--- config.mk ---
export PLATFORM = sky130hd
export DESIGN_NAME = sd_request_arbiter
export DESIGN_NICKNAME = d
export VERILOG_FILES = /design/src/rtl/sd_request_arbiter.sv
export SDC_FILE = /design/constraint.sdc
export NUM_CORES = 1
export LEC_CHECK = 0
export BUFFER_PORTS_ARGS = -buffer_cell sky130_fd_sc_hd__buf_2
export CORE_ASPECT_RATIO = 1.25
export CORE_UTILIZATION = 34
export CTS_CLUSTER_SIZE = 16
export DETAILED_ROUTE_END_ITERATION = 7
export PLACE_DENSITY = 0.61
export SETUP_SLACK_MARGIN = 0.1
export SLEW_MARGIN = 40
export SYNTH_ARGS = -nofsm -noshare
export SYNTH_HDL_FRONTEND = slang
export SYNTH_SLANG_ARGS = --single-unit
export TNS_END_PERCENT = 1
--- constraint.sdc ---
create_clock -name clk -period 3 [get_ports clk]
set_input_delay 0.6 -clock clk [delete_from_list [all_inputs] [get_ports clk]]
set_output_delay 0.6 -clock clk [all_outputs]
set_load 0.005 [all_outputs]
--- src/rtl/sd_request_arbiter.sv ---
// Round-robin arbiter that shares one SD card controller between two sector-job requesters.
// Launches the controller, routes byte strobes/data to the owner, checks byte count and watchdogs the job.
module sd_request_arbiter #(
  parameter int unsigned SECTOR_BYTES  = 512,
  parameter int unsigned START_TIMEOUT = 64,
  parameter int unsigned XFER_TIMEOUT  = 2**20
) (
  input  logic        clk,
  input  logic        rst_n,
  input  logic [1:0]  req,
  input  logic [1:0]  req_op,
  input  logic [25:0] req_addr0,
  input  logic [25:0] req_addr1,
  input  logic [7:0]  wr_byte0,
  input  logic [7:0]  wr_byte1,
  output logic [1:0]  gnt,
  output logic [1:0]  byte_strobe,
  output logic [7:0]  rd_byte,
  output logic [1:0]  done,
  output logic [1:0]  err,
  output logic        sd_op_code,
  output logic        sd_execute,
  output logic [25:0] sd_sector_address,
  output logic [7:0]  sd_outgoing_byte,
  input  logic [7:0]  sd_incoming_byte,
  input  logic        sd_finished_byte,
  input  logic        sd_finished_sector,
  input  logic        sd_busy
);

  localparam logic [9:0]  FULL_CNT  = 10'(SECTOR_BYTES);
  localparam logic [9:0]  OVER_CNT  = 10'(SECTOR_BYTES + 1);
  localparam logic [20:0] START_LIM = 21'(START_TIMEOUT - 1);
  localparam logic [20:0] XFER_LIM  = 21'(XFER_TIMEOUT - 1);

  typedef enum logic [2:0] {IDLE, LAUNCH, WAIT_BUSY, XFER, RELEASE} state_t;

  state_t      state_q, state_d;
  logic        owner_q, owner_d;
  logic        last_q, last_d;
  logic [1:0]  gnt_d, strobe_d, done_d, err_d;
  logic        exec_d, op_d;
  logic [25:0] addr_d;
  logic [7:0]  rd_d;
  logic [9:0]  byte_cnt_q, byte_cnt_d, byte_next;
  logic [20:0] tmo_q, tmo_d, tmo_next;
  logic        fb_q, fs_q;
  logic        fb_rise, fs_rise;
  logic        pick;
  logic [1:0]  owner_oh;

  assign fb_rise   = sd_finished_byte & ~fb_q;
  assign fs_rise   = sd_finished_sector & ~fs_q;
  // On a tie the requester not served last wins; otherwise the sole requester wins.
  assign pick      = (req == 2'b11) ? ~last_q : req[1];
  assign owner_oh  = owner_q ? 2'b10 : 2'b01;
  assign byte_next = (fb_rise && byte_cnt_q != '1) ? byte_cnt_q + 10'd1 : byte_cnt_q;
  assign tmo_next  = (tmo_q != '1) ? tmo_q + 21'd1 : tmo_q;

  always_ff @(posedge clk or negedge rst_n) begin
    if (!rst_n) begin
      state_q           <= IDLE;
      owner_q           <= 1'b0;
      last_q            <= 1'b1;
      gnt               <= '0;
      byte_strobe       <= '0;
      done              <= '0;
      err               <= '0;
      sd_execute        <= 1'b0;
      sd_op_code        <= 1'b0;
      sd_sector_address <= '0;
      rd_byte           <= '0;
      byte_cnt_q        <= '0;
      tmo_q             <= '0;
      fb_q              <= 1'b0;
      fs_q              <= 1'b0;
    end else begin
      state_q           <= state_d;
      owner_q           <= owner_d;
      last_q            <= last_d;
      gnt               <= gnt_d;
      byte_strobe       <= strobe_d;
      done              <= done_d;
      err               <= err_d;
      sd_execute        <= exec_d;
      sd_op_code        <= op_d;
      sd_sector_address <= addr_d;
      rd_byte           <= rd_d;
      byte_cnt_q        <= byte_cnt_d;
      tmo_q             <= tmo_d;
      fb_q              <= sd_finished_byte;
      fs_q              <= sd_finished_sector;
    end
  end

  always_comb begin
    state_d    = state_q;
    owner_d    = owner_q;
    last_d     = last_q;
    gnt_d      = gnt;
    strobe_d   = '0;
    done_d     = '0;
    err_d      = '0;
    exec_d     = 1'b0;
    op_d       = sd_op_code;
    addr_d     = sd_sector_address;
    rd_d       = rd_byte;
    byte_cnt_d = byte_cnt_q;
    tmo_d      = tmo_q;

    case (state_q)
      IDLE: begin
        if ((|req) && !sd_busy) begin
          owner_d = pick;
          gnt_d   = pick ? 2'b10 : 2'b01;
          op_d    = req_op[pick];
          addr_d  = pick ? req_addr1 : req_addr0;
          state_d = LAUNCH;
        end
      end

      LAUNCH: begin
        exec_d     = 1'b1;
        byte_cnt_d = '0;
        tmo_d      = '0;
        state_d    = WAIT_BUSY;
      end

      WAIT_BUSY: begin
        tmo_d = tmo_next;
        if (sd_busy) begin
          state_d = XFER;
        end else if (tmo_q >= START_LIM || tmo_q >= XFER_LIM) begin
          err_d   = owner_oh;
          gnt_d   = '0;
          last_d  = owner_q;
          state_d = RELEASE;
        end
      end

      XFER: begin
        tmo_d      = tmo_next;
        byte_cnt_d = byte_next;
        if (fb_rise) begin
          strobe_d = owner_oh;
          rd_d     = sd_incoming_byte;
        end
        // byte_next already includes a byte edge coincident with the sector edge
        if (fs_rise) begin
          if (byte_next == FULL_CNT) done_d = owner_oh;
          else                       err_d  = owner_oh;
          gnt_d   = '0;
          last_d  = owner_q;
          state_d = RELEASE;
        end else if (byte_next == OVER_CNT || tmo_q >= XFER_LIM) begin
          err_d   = owner_oh;
          gnt_d   = '0;
          last_d  = owner_q;
          state_d = RELEASE;
        end
      end

      RELEASE: begin
        if (!sd_busy && !req[owner_q]) state_d = IDLE;
      end

      default: state_d = IDLE;
    endcase
  end

  always_comb begin
    sd_outgoing_byte = 8'hFF;
    if (gnt[1])      sd_outgoing_byte = wr_byte1;
    else if (gnt[0]) sd_outgoing_byte = wr_byte0;
  end

endmodule
=== Word level (Yosys, flattened, before mapping) ===
Index checks and enable logic that the tools add are counted.

* Flip-flop bits (word level): 82
* Output and inout bits: 52
* Logic and storage cells: 106

* $add $sub $neg: 2
* Order comparisons: 4
* Equality and inequality tests: 16
* Multiplexer cells: 44
* Bitwise logic cells: 5
* Reduce and logical (&&, ||, !) cells: 20

{| class="wikitable"
|+ Operator list
! operator !! number
|-
| $pmux 21 s2 || 1
|-
| $mux 2 || 17
|-
| $mux 26 || 1
|-
| $add 21x1->21 const B || 1
|-
| $ge 21x20->1 const B || 1
|-
| $ge 21x6->1 const B || 1
|-
| $mux 21 || 1
|-
| $ne 21x21->1 const B || 1
|-
| $eq 10x10->1 const B || 2
|-
| $pmux 10 s2 || 1
|-
| $mux 3 || 6
|-
| $mux 8 || 2
|-
| $pmux 3 s5 || 1
|-
| $add 10x1->10 const B || 1
|-
| $mux 1 || 10
|-
| $mux 10 || 1
|-
| $ne 10x10->1 const B || 1
|-
| $ne 2x2->1 const B || 4
|-
| $reduce_and 4->1 || 2
|-
| $eq 3x2->1 const B || 2
|-
| $ne 3x3->1 const B || 2
|-
| $pmux 2 s3 || 1
|-
| $reduce_and 2->1 || 3
|-
| $reduce_bool 2->1 || 3
|-
| other kinds (16) || 25
|}

=== Depth between registers and ports, before layout ===
Gate-level depths: netlist of run 1.

* Depth after elaboration: 9
* Mapped depth: 8
* Mapped depth without buffers: 8

=== Least setup slack after synthesis of run 1 ===
No wires, ideal clock.

* Path type: input port to flip-flop
* Start: input port sd_finished_byte
* End: register done[0]
* Setup time: 0.072 ns
* Data arrival time: 2.259 ns
* Data required time: 2.928 ns
* Path slack: 0.668 ns
* Stages: 7
* Path buffers: 0
* Cell sequence: nor2b_1 nand4_1 mux2_4 nor4b_4 nand2_1 or4_4 nor2_1

* Word-level cells in the longest chain between the ends: 7

{| class="wikitable"
|+ Ends and longest elaborated chain
! item !! line !! text
|-
| start: declaration || 26 || <nowiki>input logic sd_finished_byte,</nowiki>
|-
| $and 1x1->1 || 52 || <nowiki>assign fb_rise = sd_finished_byte & ~fb_q;</nowiki>
|-
| $logic_and 1x1->1 || 57 || <nowiki>assign byte_next = (fb_rise && byte_cnt_q != '1) ? byte_cnt_q + 10'd1 : byte_cnt_q;</nowiki>
|-
| $mux 10 || 57 ||
|-
| $eq 10x10->1 || 150 || <nowiki>if (byte_next == FULL_CNT) done_d = owner_oh;</nowiki>
|-
| $mux 2 || 150 ||
|-
| $mux 2 || 149 || <nowiki>if (fs_rise) begin</nowiki>
|-
| $mux 2 || 111 || <nowiki>case (state_q)</nowiki>
|-
| net done_d[0] || 41 || <nowiki>logic [1:0] gnt_d, strobe_d, done_d, err_d;</nowiki>
|-
| end signal: assignment || 83 || <nowiki>done <= done_d;</nowiki>
|-
| end: declaration || 19 || <nowiki>output logic [1:0] done,</nowiki>
|}

The timed path passes the listed nets, and every way through them passes these cells.
A chain may end at the register's enable or synchronous reset.

=== Final worst setup path of run 1 ===
* Start: register byte_cnt_q[0]
* End: register last_q

* Word-level cells in the longest chain between the ends: 7
* Elaborated cells between the ends (all ways): 8
* Those cells by class: add/sub: 1; eq/ne: 3; mux: 1; reduce/logical: 3

{| class="wikitable"
|+ Ends and longest elaborated chain
! item !! line !! text
|-
| start: declaration || 45 || <nowiki>logic [9:0] byte_cnt_q, byte_cnt_d, byte_next;</nowiki>
|-
| start signal: assignment || 89 || <nowiki>byte_cnt_q <= byte_cnt_d;</nowiki>
|-
| parallel branches: the longest is 2 deep, another holds $add 10x1->10 || n/a ||
|-
| $mux 10 (*) || 57 ||
|-
| $eq 10x10->1 (*) || 155 || <nowiki>end else if (byte_next == OVER_CNT || tmo_q >= XFER_LIM) begin</nowiki>
|-
| $logic_or 1x1->1 (*) || 155 ||
|-
| $ne 3x3->1 (no line) (*) || n/a ||
|-
| $reduce_and 4->1 (no line) (*) || n/a ||
|-
| end signal: assignment || 80 || <nowiki>last_q <= last_d;</nowiki>
|-
| end: declaration || 40 || <nowiki>logic last_q, last_d;</nowiki>
|}

Mark *: on every way between the ends.

==> run_results.csv, run 1 <==
group,metric,value,unit
global_routing,grt_pass1_wl,16500,µm
floorplanning,start_util,35.2,%
placement,dp_cells,704,
yosys,seq_area_frac_synth,49.8,%
setup_path,path_delay_family,"simple AND/OR/NAND/NOR gates",
clock_network,ctsHtreeMaxLevel,3,
yosys,syn_inst,417,
placement,io_buffers,136,
yosys,synth_top_family_by_area,"simple AND/OR/NAND/NOR gates",
yosys,synth.top_cell.area_share,49.1,%
sta,tightest_slew,0.544,ns
power,peakVddDrop,0.392,mV
sta,tns,0,ns
placement,gp_congestion,0.831,
setup_path,crit_fanout,6,
clock_network,cts-root-buf,"clkbuf_16",
sta,max_freq,0.378,GHz
routing,drcViolationCount,0,
yosys,ys_warn_count,0,
yosys,ys_top_cells_by_area,"dfrtp_1 (49%), mux2i_1 (7.3%), o21ai_0 (5.3%)",
yosys,syn_area,0.00413,mm²
yosys,synth-seq-cells,82,
yosys,synth_adder_area_share,0.607,%
floorplanning,rows,44,
floorplanning,io_pins,137,
yosys,ys_top_cells_by_count,"dfrtp_1 (81), nand2_1 (49), o21ai_0 (44), nor2_1 (33), mux2i_1 (30)",
setup_path,cp_cell_sequence,"ha_1 > nand3b_1 > a211oi_1 > o221ai_1 > nor4b_4 > and3_1 > o21ai_1 > mux2_1",
setup_path,end_kind,"flip-flop",
sta,finalSetupViolCount,0,
final_layout,layout.nets,641,
setup_path,cp.depth,8,
floorplanning,die-area,0.0126,mm²
global_routing,grt_usage,16.5,%
clock_network,clock_sinks,82,
routing,drt_wl_total,10000,µm
routing,drt_iter0_drc,169,
sta,fin_skew,0.00923,ns
setup_path,slowest_delay,0.43,ns
yosys,yosys.cell_types.count,55,
global_routing,first_global_vias,3470,
setup_path,r2r_cells,8,
setup_path,critPathBufInv,0,
power,powerDensity,746,mW/mm²
yosys,yosys.area.top_type,"dfrtp_1",
yosys,yosysMostFrequentCell,"dfrtp_1",
floorplanning,core_area,0.0117,mm²
final_layout,area_growth,28.5,%
yosys,synth_edf_count,0,
clock_network,cts_tree,"yes",
placement,place_hpwl,7280,µm
clock_network,cts_resized,0,
sta,drv_slew,0,
yosys,syn-mean-instance-area,9.89,µm²
global_routing,grt_max_degree,83,
setup_path,required,3.26,ns
routing,detail_route.wl_per_cell,13.9,µm
setup_path,timing.rr.end,"last_q",
routing,vias_per_cell,4.94,
sta,holdWs,0.291,ns
setup_path,r2r-start,"byte_cnt_q[0]",
clock_network,clock_path_buffers,2,
power,power.leakage,2.63,nW
setup_path,cp-start-kind,"flip-flop",
global_routing,overflow,0,
min_path,hold_class,"input port to async pin",
yosys,synthXorXnorAreaFrac,3.82,%
clock_network,clk_pin_slew,0.06,ns
final_layout,nFillCells,1116,
sta,fin_crit_sh,88.2,%
sta,rsz0062_at_grt,"no",
setup_path,slowest_stage,"dfrtp_1",
clock_network,cts_made_buffers,9,
final_layout,drive_above_1_share,31.0,%
yosys,synth_ff_type,"dfrtp_1",
routing,drtAntennaViolNets,0,
global_routing,antenna_found_initial,0,
sta,max_slew_margin,63.4,%
routing,vias,3550,
yosys,ys_async_sr_fraction,100,%
clock_network,post_cts_buffers,0,
clock_network,insertion_delay,0.34,ns
yosys,synthMuxAreaShare,10.1,%
floorplanning,die_x,101,µm
setup_path,r2r_setup_slack,0.35,ns
clock_network,ctsHoldBuffers,0,
yosys,syn-num-nets,504,
sta,hold_viol_final,0,
setup_path,critPathKind,"flip-flop to flip-flop",
setup_path,cp.arrival,2.90,ns
final_layout,diodes,0,
status,outcome,"finished, final reports clean",
flow_run,drv_cap,0,
yosys,synth-simple-area-share,18.6,%
sta,post-route-min-period,2.65,ns
final_layout,final_cells,719,
floorplanning,die_y,125,µm
yosys,synth_compound_area_share,14.4,%
routing,first_pass_iters,4,
layout make-up:
type | instances | area, µm² | area share (%)
Sequential cell | 82 | 2050 | 38.7
Clock inverter | 4 | 53.8 | 1.02
Inverter | 14 | 52.6 | 0.992
Clock buffer | 11 | 233 | 4.39
Timing Repair Buffer | 141 | 733 | 13.8
Multi-Input combinational cell | 306 | 1970 | 37.2
Tap cell | 161 | 201 | 3.80
layout by cell type, fill, tap and decap left out, drive strengths merged, types with 3 or more instances in the layout:
cell type,n
a21oi,18
a22o,4
a31oi,4
and2,4
and3,8
and4,6
buf,141
clkbuf,11
dfrtp,81
inv,14
mux2,10
mux2i,30
nand2,49
nand2b,5
nand3,12
nand4,9
nor2,33
nor2b,4
nor3,5
nor4,3
o211ai,3
o21ai,45
o31ai,4
or4,3
xnor2,3
xor2,15
state kept, by name (all words and copies together) (netlist names), 2 cells and up:
register	count
state_q	3
done	2
byte_cnt_q	10
rd_byte	8
sd_sector_address	26
err	2
byte_strobe	2
tmo_q	21
gnt	2
through the flow:
step / total power [mW] / worst slack, ns / instance area, µm² / utilization [%]
2_1_floorplan: 2.33 / 0.668 / 4130 / -
3_3_place_gp: 2.87 / 0.385 / 5010 / 42.7
6_report: 3.95 / 0.355 / 5300 / 45.2
4_1_cts: 3.99 / 0.373 / 5300 / 45.2
5_1_grt: 4.22 / 0.207 / 5300 / 45.2
3_5_place_dp: 2.90 / 0.358 / 5010 / 42.7
worst max-delay path by stage:
stage          slack (ns)      end              from
2_1_floorplan        0.67  done[0]  sd_finished_byte
3_3_place_gp         0.39   last_q  sd_finished_byte
3_5_place_dp         0.36   last_q  sd_finished_byte
4_1_cts              0.37   last_q     byte_cnt_q[0]
5_1_grt              0.21   last_q     byte_cnt_q[0]
6_report             0.35   last_q     byte_cnt_q[0]
layer usage:
metal  GRT usage (%)  wire length, µm  vias up
met1            19.9             4350     1658
li1                -                -     1762
met5               0                0        -
met3            2.68              367       23
met4            8.44              299        0
met2            28.1             4990      107
logic make-up after synthesis:
| logic type | after synthesis |
|---|---|
| DFF | 82 |
| muxes | 40 |
| and+or+nand+nor | 149 |
| buffers and inverters | 29 |
| adders and majority gates | 2 |
| AOI/OAI and AO/OA | 97 |
| xor gates and xnor gates | 18 |
worst register-to-register path, stage by stage, from the launching register on:
cell	delay, ns
dfrtp_1	0.43
ha_1	0.30
nand3b_1	0.21
a211oi_1	0.33
o221ai_1	0.24
nor4b_4	0.30
and3_1	0.30
o21ai_1	0.13
mux2_1	0.33
power breakdown:
part	leakage, nW	internal [mW]	switching [mW]
clock network	0.132	0.642	0.435
registers	1.07	1.42	0.249
logic	1.43	0.549	0.657
total	2.63	2.61	1.34
Power figures use the tool's default switching activity.
==> inputs of run 2 (changes only) <==
--- a/config.mk
+++ b/config.mk
@@ -5,12 +5,13 @@
 export SDC_FILE = /design/constraint.sdc
 export NUM_CORES = 1
 export LEC_CHECK = 0
+export ABC_AREA = 1
 export BUFFER_PORTS_ARGS = -buffer_cell sky130_fd_sc_hd__buf_2
 export CORE_ASPECT_RATIO = 1.25
 export CORE_UTILIZATION = 34
 export CTS_CLUSTER_SIZE = 16
 export DETAILED_ROUTE_END_ITERATION = 7
-export PLACE_DENSITY = 0.61
+export PLACE_DENSITY = 0.6
 export SETUP_SLACK_MARGIN = 0.1
 export SLEW_MARGIN = 40
 export SYNTH_ARGS = -nofsm -noshare
==> run_results.csv, run 2 <==
group,metric,value,unit
clock_network,cts_made_buffers,9,
routing,top_layer,"met4",
yosys,seq_area_frac_synth,46.6,%
flow_run,drv_cap,0,
status,outcome,"finished, final reports clean",
yosys,syn-num-nets,641,
clock_network,cts_tree,"yes",
global_routing,first_global_vias,4157,
global_routing,overflow,0,
power,power.leakage,2.71,nW
setup_path,path_delay_family,"simple AND/OR/NAND/NOR gates",
power,switching_share,37.1,%
power,comb_power_share,35.8,%
clock_network,cts-root-buf,"clkbuf_16",
final_layout,design_area,0.00559,mm²
setup_path,slowest_stage,"dfrtp_1",
power,p_switching,1.62,mW
clock_network,cts_resized,0,
final_layout,top_regs,"sd_sector_address x26, tmo_q x21, byte_cnt_q x10",
routing,met2_length,5690,µm
clock_network,clk_pin_slew,0.06,ns
clock_network,ctsHtreeMaxLevel,3,
sta,hold_viol_final,0,
setup_path,critPathKind,"flip-flop to flip-flop",
setup_path,crit_fanout,13,
power,peakVddDrop,0.327,mV
yosys,synth_ff_type,"dfrtp_1",
setup_path,cp_cell_sequence,"ha_1 > nand3_2 > nor2_2 > nand2_2 > nand2_1 > nand2_1 > nand2_1 > nand2_1 > nor2_1 > nand3_2 > nand3_2 > nand3_2 > nand2_1 > nand2_1",
routing,wl_met1,5130,µm
routing,drcViolationCount,0,
sta,post-route-min-period,2.16,ns
routing,drt_wl_total,11600,µm
clock_network,insertion_delay,0.34,ns
routing,detail_route.wl_per_cell,13.4,µm
yosys,syn_area,0.00440,mm²
sta,fin_skew,0.00600,ns
yosys,synth-seq-cells,82,
sta,rsz0062_at_grt,"no",
routing,drtAntennaViolNets,0,
routing,drt_iter0_drc,236,
power,clkPwrFrac,26.5,%
placement,gp_congestion,0.890,
setup_path,required,3.22,ns
yosys,ys_warn_count,0,
global_routing,grt_pass1_wl,19300,µm
sta,finalSetupViolCount,0,
setup_path,r2r_cells,14,
placement,place_hpwl,8740,µm
routing,vias,4227,
setup_path,timing.rr.end,"gnt[1]",
yosys,ys_top_cells_by_count,"nand2_1 (133), dfrtp_1 (81), nor2_1 (61), o21ai_0 (51), inv_1 (47)",
setup_path,critPathBufInv,0,
sta,max_slew_margin,50.8,%
sta,max_freq,0.463,GHz
yosys,synth.top_cell.area_share,46.0,%
routing,vias_per_cell,4.90,
yosys,yosys.cell_types.count,36,
sta,tns,0,ns
setup_path,slowest_delay,0.40,ns
global_routing,antenna_found_initial,0,
final_layout,drive_above_1_share,29.5,%
clock_network,clock_sinks,82,
setup_path,cp_common_cell,"nand2_1",
clock_network,post_cts_buffers,0,
min_path,hold_class,"input port to async pin",
floorplanning,rows,46,
floorplanning,die_x,104,µm
floorplanning,die_y,129,µm
power,seqPwrFrac,37.7,%
setup_path,cp-start-kind,"flip-flop",
floorplanning,die-area,0.0134,mm²
setup_path,r2r_setup_slack,0.84,ns
floorplanning,io_pins,137,
yosys,yosys.area.top_type,"dfrtp_1",
global_routing,grt_max_degree,46,
final_layout,diodes,0,
power,powerDensity,781,mW/mm²
sta,fin_crit_sh,72.0,%
final_layout,layout_common_cells,"buf_2 (135), nand2_1 (133), dfrtp_1 (81)",
placement,io_buffers,136,
clock_network,clock_path_buffers,2,
final_layout,layout.nets,776,
setup_path,r2r-start,"byte_cnt_q[0]",
final_layout,top_register,"sd_sector_address",
setup_path,cp.arrival,2.38,ns
yosys,yosysMostFrequentCell,"nand2_1",
floorplanning,core_area,0.0127,mm²
routing,wl_met3,526,µm
power,internal_power,2.75,mW
yosys,ys_top_cells_by_area,"dfrtp_1 (46%), nand2_1 (11%), o21ai_0 (5.8%)",
sta,drv_slew,0,
floorplanning,start_util,34.8,%
yosys,synth_edf_count,0,
clock_network,ctsHoldBuffers,0,
final_layout,area_growth,26.8,%
yosys,ys_async_sr_fraction,100,%
sta,tightest_slew,0.734,ns
yosys,syn_inst,554,
global_routing,grt_usage,17.8,%
final_layout,largest_reg_flops,26,
setup_path,end_kind,"flip-flop",
final_layout,mostFrequentLayoutCell,"buf_2",
routing,first_pass_iters,4,
placement,dpl_cell_area,0.00527,mm²
yosys,syn-mean-instance-area,7.95,µm²
## run 2: per-stage QoR
step | total power [mW] | hold WS (ns) | std cells | setup slack (ns) | util, %
3_5_place_dp | 3.25 | 0.474 | 846 | 0.827 | 41.7
3_3_place_gp | 3.20 | 0.474 | 846 | 0.882 | 41.7
2_1_floorplan | 2.60 | 0.304 | 554 | 1.20 | -
4_1_cts | 4.43 | 0.240 | 862 | 0.862 | 44.1
6_report | 4.37 | 0.220 | 862 | 0.841 | 44.1
5_1_grt | 4.70 | 0.260 | 862 | 0.661 | 44.1
## run 2: logic make-up after synthesis
logic type,synth area share (%)
flip-flops,46.6
multiplexers,2.05
AND/OR/NAND/NOR,29.6
buffers and inverters,6.70
adder cells (fa/ha/maj),0.568
XOR/XNOR,1.59
AO/OA/AOI/OAI,12.9
## run 2: worst max path at each step
stage                          start  slack (ns)  cells after the start                    to
CTS                    byte_cnt_q[0]        0.86                     14                gnt[1]
global placement    sd_finished_byte        0.88                     15                gnt[1]
finish                 byte_cnt_q[0]        0.84                     14                gnt[1]
global route              state_q[1]        0.66                      6  sd_sector_address[4]
floorplan           sd_finished_byte        1.20                     14                gnt[1]
detailed placement  sd_finished_byte        0.83                     15                gnt[1]
## run 2: layout make-up
class / instances / area (µm²)
sequential: 82 / 2050
clock buffer: 11 / 253
tap: 168 / 210
fill: 1315 / 7080
multi-input combinational: 399 / 2060
timing repair buffer: 140 / 738
clock inverter: 5 / 60.1
inverter: 57 / 214
## run 2: power groups by stage
stage	sequential, mW	combinational [mW]	clock [mW]
final	1.64	1.56	1.16
after global routing	1.69	1.78	1.23
after CTS	1.65	1.59	1.19
after detailed placement	1.66	1.59	0
after global placement	1.65	1.55	0
after floorplan	1.65	0.951	0
## run 2: routing by layer
layer / global-route usage [%] / vias up
met2: 30.9 / 128
met3: 3.27 / 15
met1: 21.8 / 1979
li1: - / 2105
met4: 7.90 / 0
met5: 0 / -
==> inputs of run 3 (changes only) <==
--- a/config.mk
+++ b/config.mk
@@ -5,13 +5,13 @@
 export SDC_FILE = /design/constraint.sdc
 export NUM_CORES = 1
 export LEC_CHECK = 0
-export ABC_AREA = 1
+export ABC_AREA = 0
 export BUFFER_PORTS_ARGS = -buffer_cell sky130_fd_sc_hd__buf_2
 export CORE_ASPECT_RATIO = 1.25
 export CORE_UTILIZATION = 34
 export CTS_CLUSTER_SIZE = 16
 export DETAILED_ROUTE_END_ITERATION = 7
-export PLACE_DENSITY = 0.6
+export PLACE_DENSITY = 0.61
 export SETUP_SLACK_MARGIN = 0.1
 export SLEW_MARGIN = 40
 export SYNTH_ARGS = -nofsm -noshare
==> constraint.sdc (replaced) <==
create_clock -name clk -period 2.15 [get_ports clk]
set_input_delay 0.43 -clock clk [delete_from_list [all_inputs] [get_ports clk]]
set_output_delay 0.43 -clock clk [all_outputs]
set_load 0.005 [all_outputs]
==> run_results.csv, run 3 (synthesized netlist as in run 1, its figures left out) <==
group,metric,value,unit
status,outcome,"finished with violations",
status,violations,"negative setup slack",
routing,vias_per_cell,5.02,
placement,dp_cells,743,
power,seqPwrFrac,38.9,%
clock_network,ctsHtreeMaxLevel,3,
clock_network,cts-root-buf,"clkbuf_16",
power,p_switching,1.95,mW
sta,post-route-min-period,2.23,ns
final_layout,ff_latch_area,0.00205,mm²
sta,fin_crit_sh,104,%
floorplanning,io_pins,137,
sta,setup_slack,-0.0777,ns
setup_path,crit_fanout,5,
sta,drv_slew,0,
final_layout,layout.nets,692,
final_layout,layout_common_cells,"buf_2 (135), dfrtp_1 (81), buf_4 (54)",
placement,gp_congestion,0.933,
setup_path,slowest_delay,0.39,ns
routing,drt_iter0_drc,155,
setup_path,critPathBufInv,1,
floorplanning,die-area,0.0126,mm²
setup_path,r2r_cells,9,
final_layout,diodes,0,
final_layout,top_regs,"sd_sector_address x26, tmo_q x21, byte_cnt_q x10",
sta,rsz0062_at_grt,"yes",
routing,drt_wl_total,10900,µm
power,internal_power,3.90,mW
sta,tns,-0.239,ns
setup_path,cp-start-kind,"flip-flop",
power,switching_share,33.3,%
min_path,hold_class,"input port to async pin",
floorplanning,die_x,101,µm
sta,holdWs,0.0248,ns
setup_path,critPathKind,"flip-flop to flip-flop",
sta,max_slew_margin,69.5,%
clock_network,cts_tree,"yes",
setup_path,path_delay_family,"simple AND/OR/NAND/NOR gates",
routing,drcViolationCount,0,
setup_path,r2r_setup_slack,-0.08,ns
final_layout,final_cells,771,
power,comb_power_share,34.9,%
setup_path,required,2.41,ns
setup_path,cp_cell_sequence,"ha_4 > nand3b_1 > buf_6 > nor3_2 > mux2i_1 > and4_1 > and3_4 > o21ai_2 > mux2_1",
routing,first_pass_iters,4,
clock_network,ctsHoldBuffers,0,
floorplanning,start_util,35.2,%
global_routing,grt_usage,18.5,%
setup_path,timing.rr.end,"last_q",
clock_network,clock_path_buffers,2,
sta,tightest_slew,0.454,ns
global_routing,grt_pass1_wl,18400,µm
final_layout,mostFrequentLayoutCell,"buf_2",
clock_network,clock_sinks,82,
sta,finalSetupViolCount,5,
clock_network,insertion_delay,0.33,ns
global_routing,grt_max_degree,57,
setup_path,cp.arrival,2.48,ns
flow_run,drv_cap,0,
routing,drtAntennaViolNets,0,
power,powerDensity,1010,mW/mm²
global_routing,overflow,0,
power,peakVddDrop,0.557,mV
global_routing,first_global_vias,3988,
placement,place_hpwl,8300,µm
final_layout,nFillCells,1099,
global_routing,antenna_found_initial,0,
setup_path,slowest_stage,"dfrtp_1",
final_layout,area_growth,40.2,%
routing,vias,3872,
final_layout,drive_above_1_share,39.2,%
clock_network,clk_pin_slew,0.06,ns
sta,hold_viol_final,0,
floorplanning,core_area,0.0117,mm²
power,power.leakage,2.90,nW
routing,detail_route.wl_per_cell,14.2,µm
setup_path,end_kind,"flip-flop",
placement,io_buffers,136,
power,clkPwrFrac,26.3,%
final_layout,largest_reg_flops,26,
sta,fin_skew,0.00635,ns
setup_path,r2r-start,"byte_cnt_q[0]",
sta,max_freq,0.449,GHz
floorplanning,die_y,125,µm
final_layout,top_register,"sd_sector_address",
floorplanning,rows,44,
clock_network,cts_made_buffers,9,
final_layout,multi_input_area,0.00205,mm²
[run 3: layout make-up]
class / count / area share (%)
sequential: 82 / 35.5
multi-input combinational: 306 / 35.4
timing repair buffer: 192 / 19.6
clock buffer: 12 / 4.26
tap: 161 / 3.48
inverter: 14 / 0.908
clock inverter: 4 / 0.887
[run 3: routing by layer]
metal	GRT usage, %	routed length, µm	part of all wire (%)
met5	0	0	0
met2	31.9	5590	51
met3	2.63	418	3.8
met4	11.3	383	3.5
met1	21.5	4560	42
[run 3: power groups by stage]
stage               clock [mW]  combinational, mW  sequential, mW
floorplan                    0              0.973            2.31
global placement             0               1.93            2.29
detailed placement           0               1.99            2.31
CTS                       1.58               2.02            2.28
global route              1.65               2.28            2.34
finish                    1.54               2.04            2.27
[run 3: through the flow]
stage,area (µm²),power [mW],utilization [%],worst slack [ns]
2_1_floorplan,4160,3.28,-,0.0508
3_3_place_gp,5350,4.22,45.6,-0.171
3_5_place_dp,5350,4.30,45.6,-0.177
4_1_cts,5720,5.88,48.8,-0.0709
5_1_grt,5790,6.26,49.3,-0.200
6_report,5790,5.85,49.3,-0.0777
[run 3: worst max path at each step]
stage / from / cells past startpoint / slack (ns) / end
6_report: byte_cnt_q[0] / 9 / -0.08 / last_q
5_1_grt: byte_cnt_q[0] / 9 / -0.20 / done[0]
4_1_cts: byte_cnt_q[0] / 8 / -0.07 / done[0]
3_5_place_dp: sd_finished_byte / 8 / -0.18 / last_q
3_3_place_gp: sd_finished_byte / 8 / -0.17 / last_q
2_1_floorplan: byte_cnt_q[0] / 8 / 0.05 / done[0]
[run 3: timing repair]
action,in CTS,in global routing
setup endpoints to repair,10,17
buffers inserted,8,4
pin swaps,3,6
resized for setup,4,10
gates cloned,0,0
hold endpoints to repair,0,0
[run 3: worst register-to-register path, stage by stage, from the launching register on]
cell and delay, ns:
dfrtp_1 0.39, ha_4 0.18, nand3b_1 0.14, buf_6 0.16, nor3_2 0.12, mux2i_1 0.31, and4_1 0.26, and3_4 0.22
o21ai_2 0.06, mux2_1 0.31
